===== src/rtl/alu_op_issuer.sv =====
// rtl/alu_op_issuer.sv - requesting end of the ALU_4bit operand/command interface
//
// Purpose: accepts ALU operations on a valid/ready request port, drives the
// registered operands/command into an external combinational ALU, holds them
// for SETTLE_CYCLES edges, then samples result and flags into a valid/ready
// response port.
//
// Optional feature macro: ALU_RESULT_CHECK_EN (result self-check and
// saturating mismatch tally). Undefined: req_expect ignored, rsp_mismatch and
// mismatch_count tied to 0.
//
// Ports:
//   clk, reset_n                      clock, asynchronous active-low reset
//   req_valid/req_ready               request handshake
//   req_command, req_a, req_b         ALU command and operands
//   req_expect                        expected {result,carryout,zero,overflow}
//   alu_a, alu_b, alu_command         registered ALU inputs
//   alu_result, alu_carryout,
//   alu_zero, alu_overflow            ALU outputs
//   rsp_valid/rsp_ready               response handshake
//   rsp_command, rsp_result,
//   rsp_carryout, rsp_zero,
//   rsp_overflow                      sampled response
//   rsp_mismatch, mismatch_count      check result and saturating tally
//   busy                              issuer not idle
module alu_op_issuer #(
  parameter int WIDTH         = 4,
  parameter int SETTLE_CYCLES = 8,
  parameter int CNT_W         = 8
) (
  input  logic               clk,
  input  logic               reset_n,
  input  logic               req_valid,
  output logic               req_ready,
  input  logic [2:0]         req_command,
  input  logic [WIDTH-1:0]   req_a,
  input  logic [WIDTH-1:0]   req_b,
  input  logic [WIDTH+2:0]   req_expect,
  output logic [WIDTH-1:0]   alu_a,
  output logic [WIDTH-1:0]   alu_b,
  output logic [2:0]         alu_command,
  input  logic [WIDTH-1:0]   alu_result,
  input  logic               alu_carryout,
  input  logic               alu_zero,
  input  logic               alu_overflow,
  output logic               rsp_valid,
  input  logic               rsp_ready,
  output logic [2:0]         rsp_command,
  output logic [WIDTH-1:0]   rsp_result,
  output logic               rsp_carryout,
  output logic               rsp_zero,
  output logic               rsp_overflow,
  output logic               rsp_mismatch,
  output logic [CNT_W-1:0]   mismatch_count,
  output logic               busy
);

  localparam int CW = (SETTLE_CYCLES > 1) ? $clog2(SETTLE_CYCLES) : 1;
  localparam logic [CW-1:0] CNT_LOAD = CW'(SETTLE_CYCLES - 1);

  typedef enum logic [1:0] {
    IDLE   = 2'd0,
    SETTLE = 2'd1,
    RESP   = 2'd2
  } state_t;

  state_t             r_state;
  logic [CW-1:0]      r_cnt;
  logic [WIDTH-1:0]   r_alu_a;
  logic [WIDTH-1:0]   r_alu_b;
  logic [2:0]         r_alu_command;
  logic               r_rsp_valid;
  logic [2:0]         r_rsp_command;
  logic [WIDTH-1:0]   r_rsp_result;
  logic               r_rsp_carryout;
  logic               r_rsp_zero;
  logic               r_rsp_overflow;

  logic               w_accept;
  logic [WIDTH+2:0]   w_sample;

`ifdef ALU_RESULT_CHECK_EN
  logic [WIDTH+2:0]   r_expect;
  logic               r_mismatch;
  logic [CNT_W-1:0]   r_mcount;
  logic               w_mismatch;

  assign w_mismatch = (w_sample != r_expect);
`else
  logic               w_unused_expect;

  assign w_unused_expect = ^req_expect;
`endif

  // Ready is forced low while reset is asserted; in RESP a new request can
  // only enter on the same edge the pending response is consumed.
  assign req_ready = reset_n & ((r_state == IDLE) | ((r_state == RESP) & rsp_ready));
  assign w_accept  = req_valid & req_ready;
  assign w_sample  = {alu_result, alu_carryout, alu_zero, alu_overflow};

  always_ff @(posedge clk or negedge reset_n) begin
    if (!reset_n) begin
      r_state        <= IDLE;
      r_cnt          <= '0;
      r_alu_a        <= '0;
      r_alu_b        <= '0;
      r_alu_command  <= '0;
      r_rsp_valid    <= 1'b0;
      r_rsp_command  <= '0;
      r_rsp_result   <= '0;
      r_rsp_carryout <= 1'b0;
      r_rsp_zero     <= 1'b0;
      r_rsp_overflow <= 1'b0;
`ifdef ALU_RESULT_CHECK_EN
      r_expect       <= '0;
      r_mismatch     <= 1'b0;
      r_mcount       <= '0;
`endif
    end else begin
      // Accept can only happen in IDLE or RESP, so this never collides with
      // the SETTLE countdown below.
      if (w_accept) begin
        r_alu_a       <= req_a;
        r_alu_b       <= req_b;
        r_alu_command <= req_command;
        r_cnt         <= CNT_LOAD;
`ifdef ALU_RESULT_CHECK_EN
        r_expect      <= req_expect;
`endif
      end

      case (r_state)
        IDLE: begin
          if (w_accept) r_state <= SETTLE;
        end
        SETTLE: begin
          if (r_cnt == '0) begin
            r_rsp_valid    <= 1'b1;
            r_rsp_command  <= r_alu_command;
            r_rsp_result   <= alu_result;
            r_rsp_carryout <= alu_carryout;
            r_rsp_zero     <= alu_zero;
            r_rsp_overflow <= alu_overflow;
`ifdef ALU_RESULT_CHECK_EN
            r_mismatch     <= w_mismatch;
            if (w_mismatch && (r_mcount != {CNT_W{1'b1}})) r_mcount <= r_mcount + 1'b1;
`endif
            r_state        <= RESP;
          end else begin
            r_cnt <= r_cnt - 1'b1;
          end
        end
        RESP: begin
          if (rsp_ready) begin
            r_rsp_valid <= 1'b0;
            r_state     <= req_valid ? SETTLE : IDLE;
          end
        end
        default: r_state <= IDLE;
      endcase
    end
  end

  assign alu_a        = r_alu_a;
  assign alu_b        = r_alu_b;
  assign alu_command  = r_alu_command;
  assign rsp_valid    = r_rsp_valid;
  assign rsp_command  = r_rsp_command;
  assign rsp_result   = r_rsp_result;
  assign rsp_carryout = r_rsp_carryout;
  assign rsp_zero     = r_rsp_zero;
  assign rsp_overflow = r_rsp_overflow;
  assign busy         = (r_state != IDLE);

`ifdef ALU_RESULT_CHECK_EN
  assign rsp_mismatch   = r_mismatch;
  assign mismatch_count = r_mcount;
`else
  assign rsp_mismatch   = 1'b0;
  assign mismatch_count = '0;
`endif

endmodule


===== config.mk =====
export PLATFORM = sky130hd
export DESIGN_NAME = alu_op_issuer
export DESIGN_NICKNAME = d
export VERILOG_FILES = /design/src/rtl/alu_op_issuer.sv
export SDC_FILE = /design/constraint.sdc
export NUM_CORES = 1
export LEC_CHECK = 0
export CAP_MARGIN = 20
export CORE_MARGIN = 2
export CORE_UTILIZATION = 25
export CTS_CLUSTER_DIAMETER = 200
export DETAILED_ROUTE_END_ITERATION = 10
export SYNTH_ARGS = -nofsm -noshare
export SYNTH_HDL_FRONTEND = slang
export SYNTH_SLANG_ARGS = --single-unit

===== constraint.sdc =====
create_clock -name clk -period 2 [get_ports clk]
set_input_delay 0.2 -clock clk [delete_from_list [all_inputs] [get_ports clk]]
set_output_delay 0.2 -clock clk [all_outputs]
set_load 0.02 [all_outputs]

==> flow_summary.rst, run 1 <==
.. list-table::
   :header-rows: 1

   * - Metric
     - Value
   * - X dimension of the die
     - approximately 74 µm
   * - Hold buffers post-CTS
     - 0
   * - Total of max-cap violations
     - 0
   * - Arrival time worst endpoint
     - about 1.6 ns
   * - Starting density of the core
     - 0.260
   * - Overall power consumption
     - around 2.6 mW
   * - Final count of pins violating max slew
     - 0
   * - Global-route wire length before repair
     - about 4100 µm
   * - Clk sink count
     - 27
   * - Placeable core area
     - between 4000 and 5000 µm²
   * - CTS tree
     - done
   * - Deepest level of the CTS H-tree
     - 1
   * - Count of endpoints failing setup in the final report
     - 0
   * - Portion of synthesized cell area occupied by the leading cell type
     - 0.546
   * - Net count reported at finish
     - about 170
   * - Net Sw Power
     - just under 1 mW
   * - HPWL Detailed
     - between 2000 and 2500 µm
   * - Inserted Diodes
     - 0
   * - Via count of the routed design
     - 839
   * - Setup bufs post-CTS
     - 0
   * - Type of the most critical hold path
     - primary input to async pin
   * - Count of input and output buffers
     - between 40 and 50
   * - Die Y
     - around 74 µm
   * - Post-synthesis sequential element count
     - 27
   * - Leading cell type in the layout, fill and taps excluded
     - sky130_fd_sc_hd__clkdlybuf4s50_1
   * - Worst setup skew after layout
     - about 0.0011 ns
   * - Result of the run
     - complete, no violations
   * - Sequential group share of total power
     - 0.365
   * - Net switching share of the total power
     - 0.363
   * - Highest-count cells in the layout ignoring fill and taps
     - 45 x sky130_fd_sc_hd__clkdlybuf4s50_1, 27 x sky130_fd_sc_hd__dfrtp_1, 9 x sky130_fd_sc_hd__mux2_1, 9 x sky130_fd_sc_hd__conb_1, 7 x sky130_fd_sc_hd__mux2_4
   * - Cts repair resizes
     - 0
   * - Leading area contributor after synthesis
     - sky130_fd_sc_hd__dfrtp_1
   * - CP Launch Type
     - flip-flop
   * - Synthesized area
     - ~1200 µm²
   * - Gpl congestion
     - between 0.6 and 0.7
   * - Share of total power in the clock network
     - 0.115
   * - Number of standard cells after synthesis
     - 89
   * - Mean routed wirelength per cell
     - around 13 µm
   * - Leakage power total
     - 0.798 nW
   * - Clock latency on the worst-skew pair
     - between 0.2 and 0.3 ns
   * - Count of pins on the block boundary
     - 62
   * - Time the worst path needs with I/O delays and setup
     - 1.80 ns
   * - Worst slack at placement
     - between 0.2 and 0.3 ns
   * - Worst endpoint required time
     - between 1.5 and 2 ns
   * - Relative area change from synthesis to final layout
     - 45.7%
   * - Count of fill cells added during filler insertion
     - just under 500
   * - Dominant cells by area after synthesis
     - sky130_fd_sc_hd__dfrtp_1 55%, sky130_fd_sc_hd__mux2_4 8.5%, sky130_fd_sc_hd__mux2_1 8.2%
   * - Final antenna-violating net count
     - 0
   * - Final Hold Viols
     - 0
   * - Drt via density
     - slightly above 4
   * - Pint
     - about 1.7 mW
   * - Ratio of cells with drive above 1 in the final layout
     - 0.194
   * - Row count
     - 25
   * - Largest net degree at the start of global routing
     - 18
   * - Number of global-route vias before repair
     - 880
   * - Drt first pass iters
     - 4
   * - Initial detailed-routing violation count
     - 24
   * - Die area
     - ~5500 µm²
   * - Total Wirelength
     - 2600 µm
   * - Distinct cells, synth
     - 29
   * - Max VDD drop
     - just under 0.0007 V
   * - Power Density
     - between 1000 and 1500 nW/µm²
   * - Total CTS buffers
     - 3
   * - Category of the most critical setup path
     - flip-flop to output pin
   * - Clk Tree Root Cell
     - sky130_fd_sc_hd__clkbuf_8
   * - Mean Syn Cell Area
     - between 10 and 15 µm²
   * - Post-synthesis sequential area ratio
     - 0.546
   * - Clock edge transition at the registers on the reported setup and hold paths
     - approximately 0.09 ns
   * - Largest fanout of any net on the critical path
     - 6
   * - Global-route total usage across every layer
     - 0.0972
   * - Antenna violations before repair
     - 0
   * - Comb pwr share
     - 0.521
   * - Final Cycle Share
     - 0.900
   * - FMAX
     - ~560 MHz
   * - Total negative slack for setup checks
     - 0 ns
   * - Synth Warn #
     - 0
   * - Remaining Overflow, GRT
     - 0
   * - Maximum clock insertion buffer count
     - 2
   * - DRC viols
     - 0
   * - Setup repair after global routing missed its margin
     - false
   * - Smallest hold slack
     - approximately 0.30 ns
   * - Final worst slack
     - about 0.20 ns
   * - Critical path capture point type
     - output pin
worst max-delay path, cell delays in order, from the launching register on:
cell and delay (ns):
sky130_fd_sc_hd__dfrtp_1 0.44, sky130_fd_sc_hd__inv_2 0.11, sky130_fd_sc_hd__o21ai_0 0.09, sky130_fd_sc_hd__nor2_1 0.09, sky130_fd_sc_hd__clkdlybuf4s50_1 0.61
synth_stat cells:
cell type	number
sky130_fd_sc_hd__dfrtp_1	27
sky130_fd_sc_hd__buf_4	10
sky130_fd_sc_hd__mux2_1	9
sky130_fd_sc_hd__mux2_4	7
sky130_fd_sc_hd__mux2_2	6
sky130_fd_sc_hd__a21oi_1	3
sky130_fd_sc_hd__and3_1	2
sky130_fd_sc_hd__ha_1	2
sky130_fd_sc_hd__inv_1	2
sky130_fd_sc_hd__nand2_1	2
sky130_fd_sc_hd__a21o_1	1
sky130_fd_sc_hd__a31oi_1	1
sky130_fd_sc_hd__a32o_1	1
sky130_fd_sc_hd__a32oi_1	1
sky130_fd_sc_hd__and2b_2	1
sky130_fd_sc_hd__buf_2	1
sky130_fd_sc_hd__buf_8	1
sky130_fd_sc_hd__clkinv_1	1
sky130_fd_sc_hd__conb_1	1
sky130_fd_sc_hd__inv_2	1
sky130_fd_sc_hd__nand2b_1	1
sky130_fd_sc_hd__nand2b_2	1
sky130_fd_sc_hd__nand3_1	1
sky130_fd_sc_hd__nor2_1	1
sky130_fd_sc_hd__nor2_2	1
sky130_fd_sc_hd__o2111ai_4	1
sky130_fd_sc_hd__o21ai_0	1
sky130_fd_sc_hd__o21ai_1	1
sky130_fd_sc_hd__o22ai_1	1
stage by stage:
step	cells	utilization	instance area [µm²]
final	206	0.379	1800
after global routing	206	0.379	1800
after CTS	206	0.379	1800
after detailed placement	202	0.369	1760
after global placement	202	0.369	1760
after floorplan	97	-	1270
area by class of cell:
type | count | area, µm² | share of cell area
Multi-Input combinational cell | 54 | 482 | 0.267
Timing Repair Buffer | 50 | 500 | 0.278
Tap cell | 67 | 83.8 | 0.0465
Clock buffer | 3 | 41.3 | 0.0229
Sequential cell | 27 | 676 | 0.375
Inverter | 4 | 15.0 | 0.00833
Clock inverter | 1 | 5.00 | 0.00278
kinds of logic after synthesis:
logic type,share of synthesized area
flops,0.546
mux,0.221
buf+inv,0.0890
compound gates,0.0728
simple gates,0.0475
fa+ha+maj,0.0202
other cells,0.00303
registers in the layout (all words and copies together), names as in the netlist, 2 cells and up:
register and count:
alu_b 4, r_state 2, alu_a 4, alu_command 3, rsp_result 4, r_cnt 3, rsp_command 3
path summary, 6_finish.rpt:
path	to	cells past startpoint	startpoint	slack [ns]
hold / removal	r_cnt[2]$_DFF_PN0_	2	reset_n	0.30
max in group asynchronous	rsp_command[1]$_DFFE_PN0P_	2	reset_n	1.49
setup / recovery	req_ready	4	r_state[1]$_DFFE_PN0P_	0.20
min in group clk	rsp_overflow$_DFFE_PN0P_	1	rsp_overflow$_DFFE_PN0P_	0.49
hold reg to reg	rsp_overflow$_DFFE_PN0P_	1	rsp_overflow$_DFFE_PN0P_	0.49
setup reg to reg	rsp_result[0]$_DFFE_PN0P_	6	r_cnt[0]$_DFF_PN0_	0.38
routing by layer:
metal	GRT usage	up-vias	wire length (µm)
met4	0.0516	0	41
met1	0.113	420	1000
li1	-	389	-
met2	0.176	26	1450
met3	0.0108	4	104
met5	0	-	0
power by group through the flow:
stage / clock (mW) / sequential [mW] / combinational, mW
after floorplan: 0 / 1.23 / 0.507
after global placement: 0 / 0.958 / 1.36
after detailed placement: 0 / 0.977 / 1.39
after CTS: 0.320 / 0.969 / 1.40
after global routing: 0.336 / 1.01 / 1.47
final: 0.303 / 0.965 / 1.38
No activity file was read; power rests on OpenSTA's default activity.
==> run 2, diff against run 1 <==
--- a/config.mk
+++ b/config.mk
@@ -8,8 +8,9 @@
 export CAP_MARGIN = 20
 export CORE_MARGIN = 2
 export CORE_UTILIZATION = 25
-export CTS_CLUSTER_DIAMETER = 200
+export CTS_CLUSTER_DIAMETER = 40
 export DETAILED_ROUTE_END_ITERATION = 10
+export SKIP_CTS_REPAIR_TIMING = 1
 export SYNTH_ARGS = -nofsm -noshare
 export SYNTH_HDL_FRONTEND = slang
 export SYNTH_SLANG_ARGS = --single-unit
==> results of run 2 <==
Final layout, timing and power as in run 1 (identical DEF).
==> run 3, diff against run 2 <==
--- a/config.mk
+++ b/config.mk
@@ -5,12 +5,12 @@
 export SDC_FILE = /design/constraint.sdc
 export NUM_CORES = 1
 export LEC_CHECK = 0
+export ABC_AREA = 1
 export CAP_MARGIN = 20
 export CORE_MARGIN = 2
 export CORE_UTILIZATION = 25
 export CTS_CLUSTER_DIAMETER = 40
 export DETAILED_ROUTE_END_ITERATION = 10
-export SKIP_CTS_REPAIR_TIMING = 1
 export SYNTH_ARGS = -nofsm -noshare
 export SYNTH_HDL_FRONTEND = slang
 export SYNTH_SLANG_ARGS = --single-unit
==> run 3 against run 2 <==
Compared with the run above: setup slack gained 0.082 ns; non-clock buffer count shrank 1; synthesized area grew 6.9%; total power grew 2.0%; first-iteration DRC count grew to 2.6 times the previous value; maximum frequency grew 4.8%; synthesized cell count grew 64%; routed wire length grew 6.1%; critical path type unchanged.
==> flow_summary.rst, run 3 <==
.. list-table::
   :header-rows: 1

   * - Metric
     - Value
   * - Dominant synthesized flop cell
     - sky130_fd_sc_hd__dfrtp_1
   * - Initial detailed-routing violation count
     - 63 (+160%)
   * - CP bufs+invs
     - 2 (unchanged)
   * - Row count
     - 26 (+4.0%)
   * - CTS tree
     - done
   * - Total negative slack for setup checks
     - 0 ns (unchanged)
   * - Mean routed wirelength per cell
     - 10.5 µm (-17%)
   * - Post-synthesis sequential area ratio
     - 0.511 (-0.0351)
   * - Critical path capture point type
     - output pin
   * - FMAX
     - 582 MHz (+4.8%)
   * - Count of pins on the block boundary
     - 62 (unchanged)
   * - Total Wirelength
     - 2760 µm (+6.1%)
   * - FF+latch area
     - 676 µm² (unchanged)
   * - Gpl congestion
     - 0.683 (+2.5%)
   * - Leading area contributor after synthesis
     - sky130_fd_sc_hd__dfrtp_1
   * - Time the worst path needs with I/O delays and setup
     - 1.72 ns (-0.0823 ns)
   * - HPWL Detailed
     - 1940 µm (-4.8%)
   * - Largest net degree at the start of global routing
     - 39 (+21)
   * - Sequence of cells on the critical path
     - nor2_1 -> inv_1 -> clkdlybuf4s50_1
   * - Number of global-route vias before repair
     - 921 (+4.7%)
   * - Count of flip-flops with a built-in enable after synthesis
     - 0 (unchanged)
   * - Remaining Overflow, GRT
     - 0 (unchanged)
   * - Synth Warn #
     - 0 (unchanged)
   * - Clk Tree Root Cell
     - sky130_fd_sc_hd__clkbuf_8
   * - Category of the most critical setup path
     - flip-flop to output pin
   * - Count of endpoints failing setup in the final report
     - 0 (unchanged)
   * - Max VDD drop
     - 0.000792 V (+15%)
   * - Global-route wire length before repair
     - 4520 µm (+11%)
   * - Count of fill cells added during filler insertion
     - 534 (+10%)
   * - Via count of the routed design
     - 1040 (+24%)
   * - Clk sink count
     - 27 (unchanged)
   * - Placeable core area
     - 5110 µm² (+7.4%)
   * - Global-route total usage across every layer
     - 0.0939 (-0.00326)
   * - Setup repair after global routing missed its margin
     - false
   * - Leakage power total
     - 0.913 nW (+14%)
   * - Mean Syn Cell Area
     - 9.06 µm² (-35%)
   * - Die Y
     - 76.7 µm (+3.2%)
   * - Highest-count cells in the layout ignoring fill and taps
     - 43 x sky130_fd_sc_hd__clkdlybuf4s50_1, 41 x sky130_fd_sc_hd__nand2_1, 27 x sky130_fd_sc_hd__dfrtp_1
   * - Final Hold Viols
     - 0 (unchanged)
   * - Maximum clock insertion buffer count
     - 2 (unchanged)
   * - Relative area change from synthesis to final layout
     - 39.8%
   * - Net count reported at finish
     - 224 (+31%)
   * - Area used by multi-input combinational logic
     - 488 µm² (+1.3%)
   * - Distinct cells, synth
     - 18 (-38%)
   * - Type of the most critical hold path
     - primary input to async pin
   * - Final Cycle Share
     - 0.859 (-0.0412)
   * - Clock latency on the worst-skew pair
     - 0.27 ns (about the same)
   * - Largest fanout of any net on the critical path
     - 6 (unchanged)
   * - Final count of pins violating max slew
     - 0 (unchanged)
   * - Ratio of cells with drive above 1 in the final layout
     - 0.125 (-0.0692)
   * - Synthesized area
     - 1320 µm² (+6.9%)
   * - Setup bufs post-CTS
     - 0
   * - Most common cell in the synthesized netlist
     - sky130_fd_sc_hd__nand2_1
   * - Commonest cells in the synthesized netlist
     - 41 x sky130_fd_sc_hd__nand2_1, 27 x sky130_fd_sc_hd__dfrtp_1, 20 x sky130_fd_sc_hd__inv_1
   * - Portion of synthesized cell area occupied by the leading cell type
     - 0.511 (-0.0351)
   * - Library cell contributing the largest single delay on the critical path
     - sky130_fd_sc_hd__clkdlybuf4s50_1
   * - Count of input and output buffers
     - 45 (unchanged)
   * - Post-synthesis sequential element count
     - 27 (unchanged)
   * - Fraction of synthesis flops using an asynchronous set or reset pin
     - 1.00 (unchanged)
   * - Smallest hold slack
     - 0.0369 ns (-0.264 ns)
   * - Drt first pass iters
     - 4 (unchanged)
   * - Clock edge transition at the registers on the reported setup and hold paths
     - 0.09 ns (about the same)
   * - Inserted Diodes
     - 0 (unchanged)
   * - Starting density of the core
     - 0.259 (-0.00132)
   * - Die area
     - 5890 µm² (+6.5%)
   * - Number of standard cells after synthesis
     - 146 (+64%)
   * - Power Density
     - 1460 nW/µm² (-0.52%)
   * - Worst endpoint required time
     - 1.80 ns (about the same)
   * - Post-layout utilization of the core
     - 0.362 (-0.0171)
   * - Antenna violations before repair
     - 0 (unchanged)
   * - Worst setup skew after layout
     - 0.00149 ns (+0.000439 ns)
   * - CP Launch Type
     - flip-flop
   * - DRC viols
     - 0 (unchanged)
   * - X dimension of the die
     - 76.7 µm (+3.2%)
   * - Drt via density
     - 3.97 (-2.5%)
   * - Category of cells accounting for the largest share of critical-path delay
     - buffers and inverters
   * - Total of max-cap violations
     - 0 (unchanged)
   * - Arrival time worst endpoint
     - 1.52 ns (-0.08 ns)
   * - Result of the run
     - complete, no violations
   * - Deepest level of the CTS H-tree
     - 1 (unchanged)
   * - Leading cell type in the layout, fill and taps excluded
     - sky130_fd_sc_hd__clkdlybuf4s50_1
   * - Slowest cell delay on critical path
     - 0.59 ns (-0.02 ns)
   * - Dominant cells by area after synthesis
     - sky130_fd_sc_hd__dfrtp_1 51%, sky130_fd_sc_hd__nand2_1 12%, sky130_fd_sc_hd__o21ai_2 6.6%
   * - Final antenna-violating net count
     - 0 (unchanged)
   * - Total CTS buffers
     - 3 (unchanged)
run 3: area by class of cell:
| class | count | share of cell area |
|---|---|---|
| inverters | 20 | 0.0406 |
| clock buffers | 4 | 0.0244 |
| flip-flops and latches | 27 | 0.365 |
| multi-input cells | 92 | 0.264 |
| well taps | 70 | 0.0474 |
| repair buffers | 49 | 0.258 |
run 3: per-layer routing:
metal,vias to the layer above,routed length (µm),global-route usage,part of all wire
met2,43,1170,0.135,0.42
met1,455,1310,0.131,0.47
li1,540,-,-,-
met4,0,13,0.0164,0.0047
met3,2,270,0.0424,0.098
met5,-,0,0,0
run 3: cells by family (layout without fill, tap and decap cells):
group,after synthesis,after routing,synth area share
AOI/OAI and AO/OA,18,18,0.105
DFF,27,27,0.511
other,1,9,0.00284
buffers and inverters,35,73,0.143
and+or+nand+nor,63,63,0.219
adders and majority gates,2,2,0.0189
run 3: per-stage QoR:
| step | std cells | total power [mW] | worst slack (ns) | area, µm² |
|---|---|---|---|---|
| floorplan | 154 | 1.82 | 0.619 | 1350 |
| global placement | 258 | 2.41 | 0.159 | 1800 |
| detailed placement | 258 | 2.43 | 0.182 | 1800 |
| CTS | 262 | 2.76 | 0.0697 | 1850 |
| global route | 262 | 2.91 | 0.198 | 1850 |
| finish | 262 | 2.70 | 0.282 | 1850 |
run 3: power by group:
group	leakage (nW)	switching [mW]	internal [mW]	total (mW)
Combinational	0.563	0.782	0.655	1.44
Clock	0.0228	0.165	0.143	0.308
Sequential	0.327	0.152	0.805	0.957
run 3: timing repair:
action / 4_1_cts / 5_1_grt
hold buffers: 0 / 0
endpoints found under the hold margin: 0 / 0
endpoints found under the setup margin: 0 / 1
resized for setup: 0 / 1
run 3: worst paths after layout:
path	end	slack, ns	cells after the start	startpoint
min reg2reg	alu_b[3]$_DFFE_PN0P_	0.48	2	alu_b[3]$_DFFE_PN0P_
max in group asynchronous	alu_b[1]$_DFFE_PN0P_	1.64	2	reset_n
max reg2reg	alu_b[3]$_DFFE_PN0P_	0.52	5	r_state[1]$_DFFE_PN0P_
min in group clk	r_state[0]$_DFFE_PN0P_	0.36	5	reset_n
min	rsp_valid$_DFFE_PN0P_	0.04	2	reset_n
max	busy	0.28	3	r_state[1]$_DFFE_PN0P_
run 3: worst register-to-register path, cell delays in order (launching register included):
cell and delay (ns):
sky130_fd_sc_hd__dfrtp_1 0.48, sky130_fd_sc_hd__a21oi_2 0.20, sky130_fd_sc_hd__buf_4 0.21, sky130_fd_sc_hd__nand3_2 0.29
sky130_fd_sc_hd__nand2_1 0.15, sky130_fd_sc_hd__nand2_1 0.06
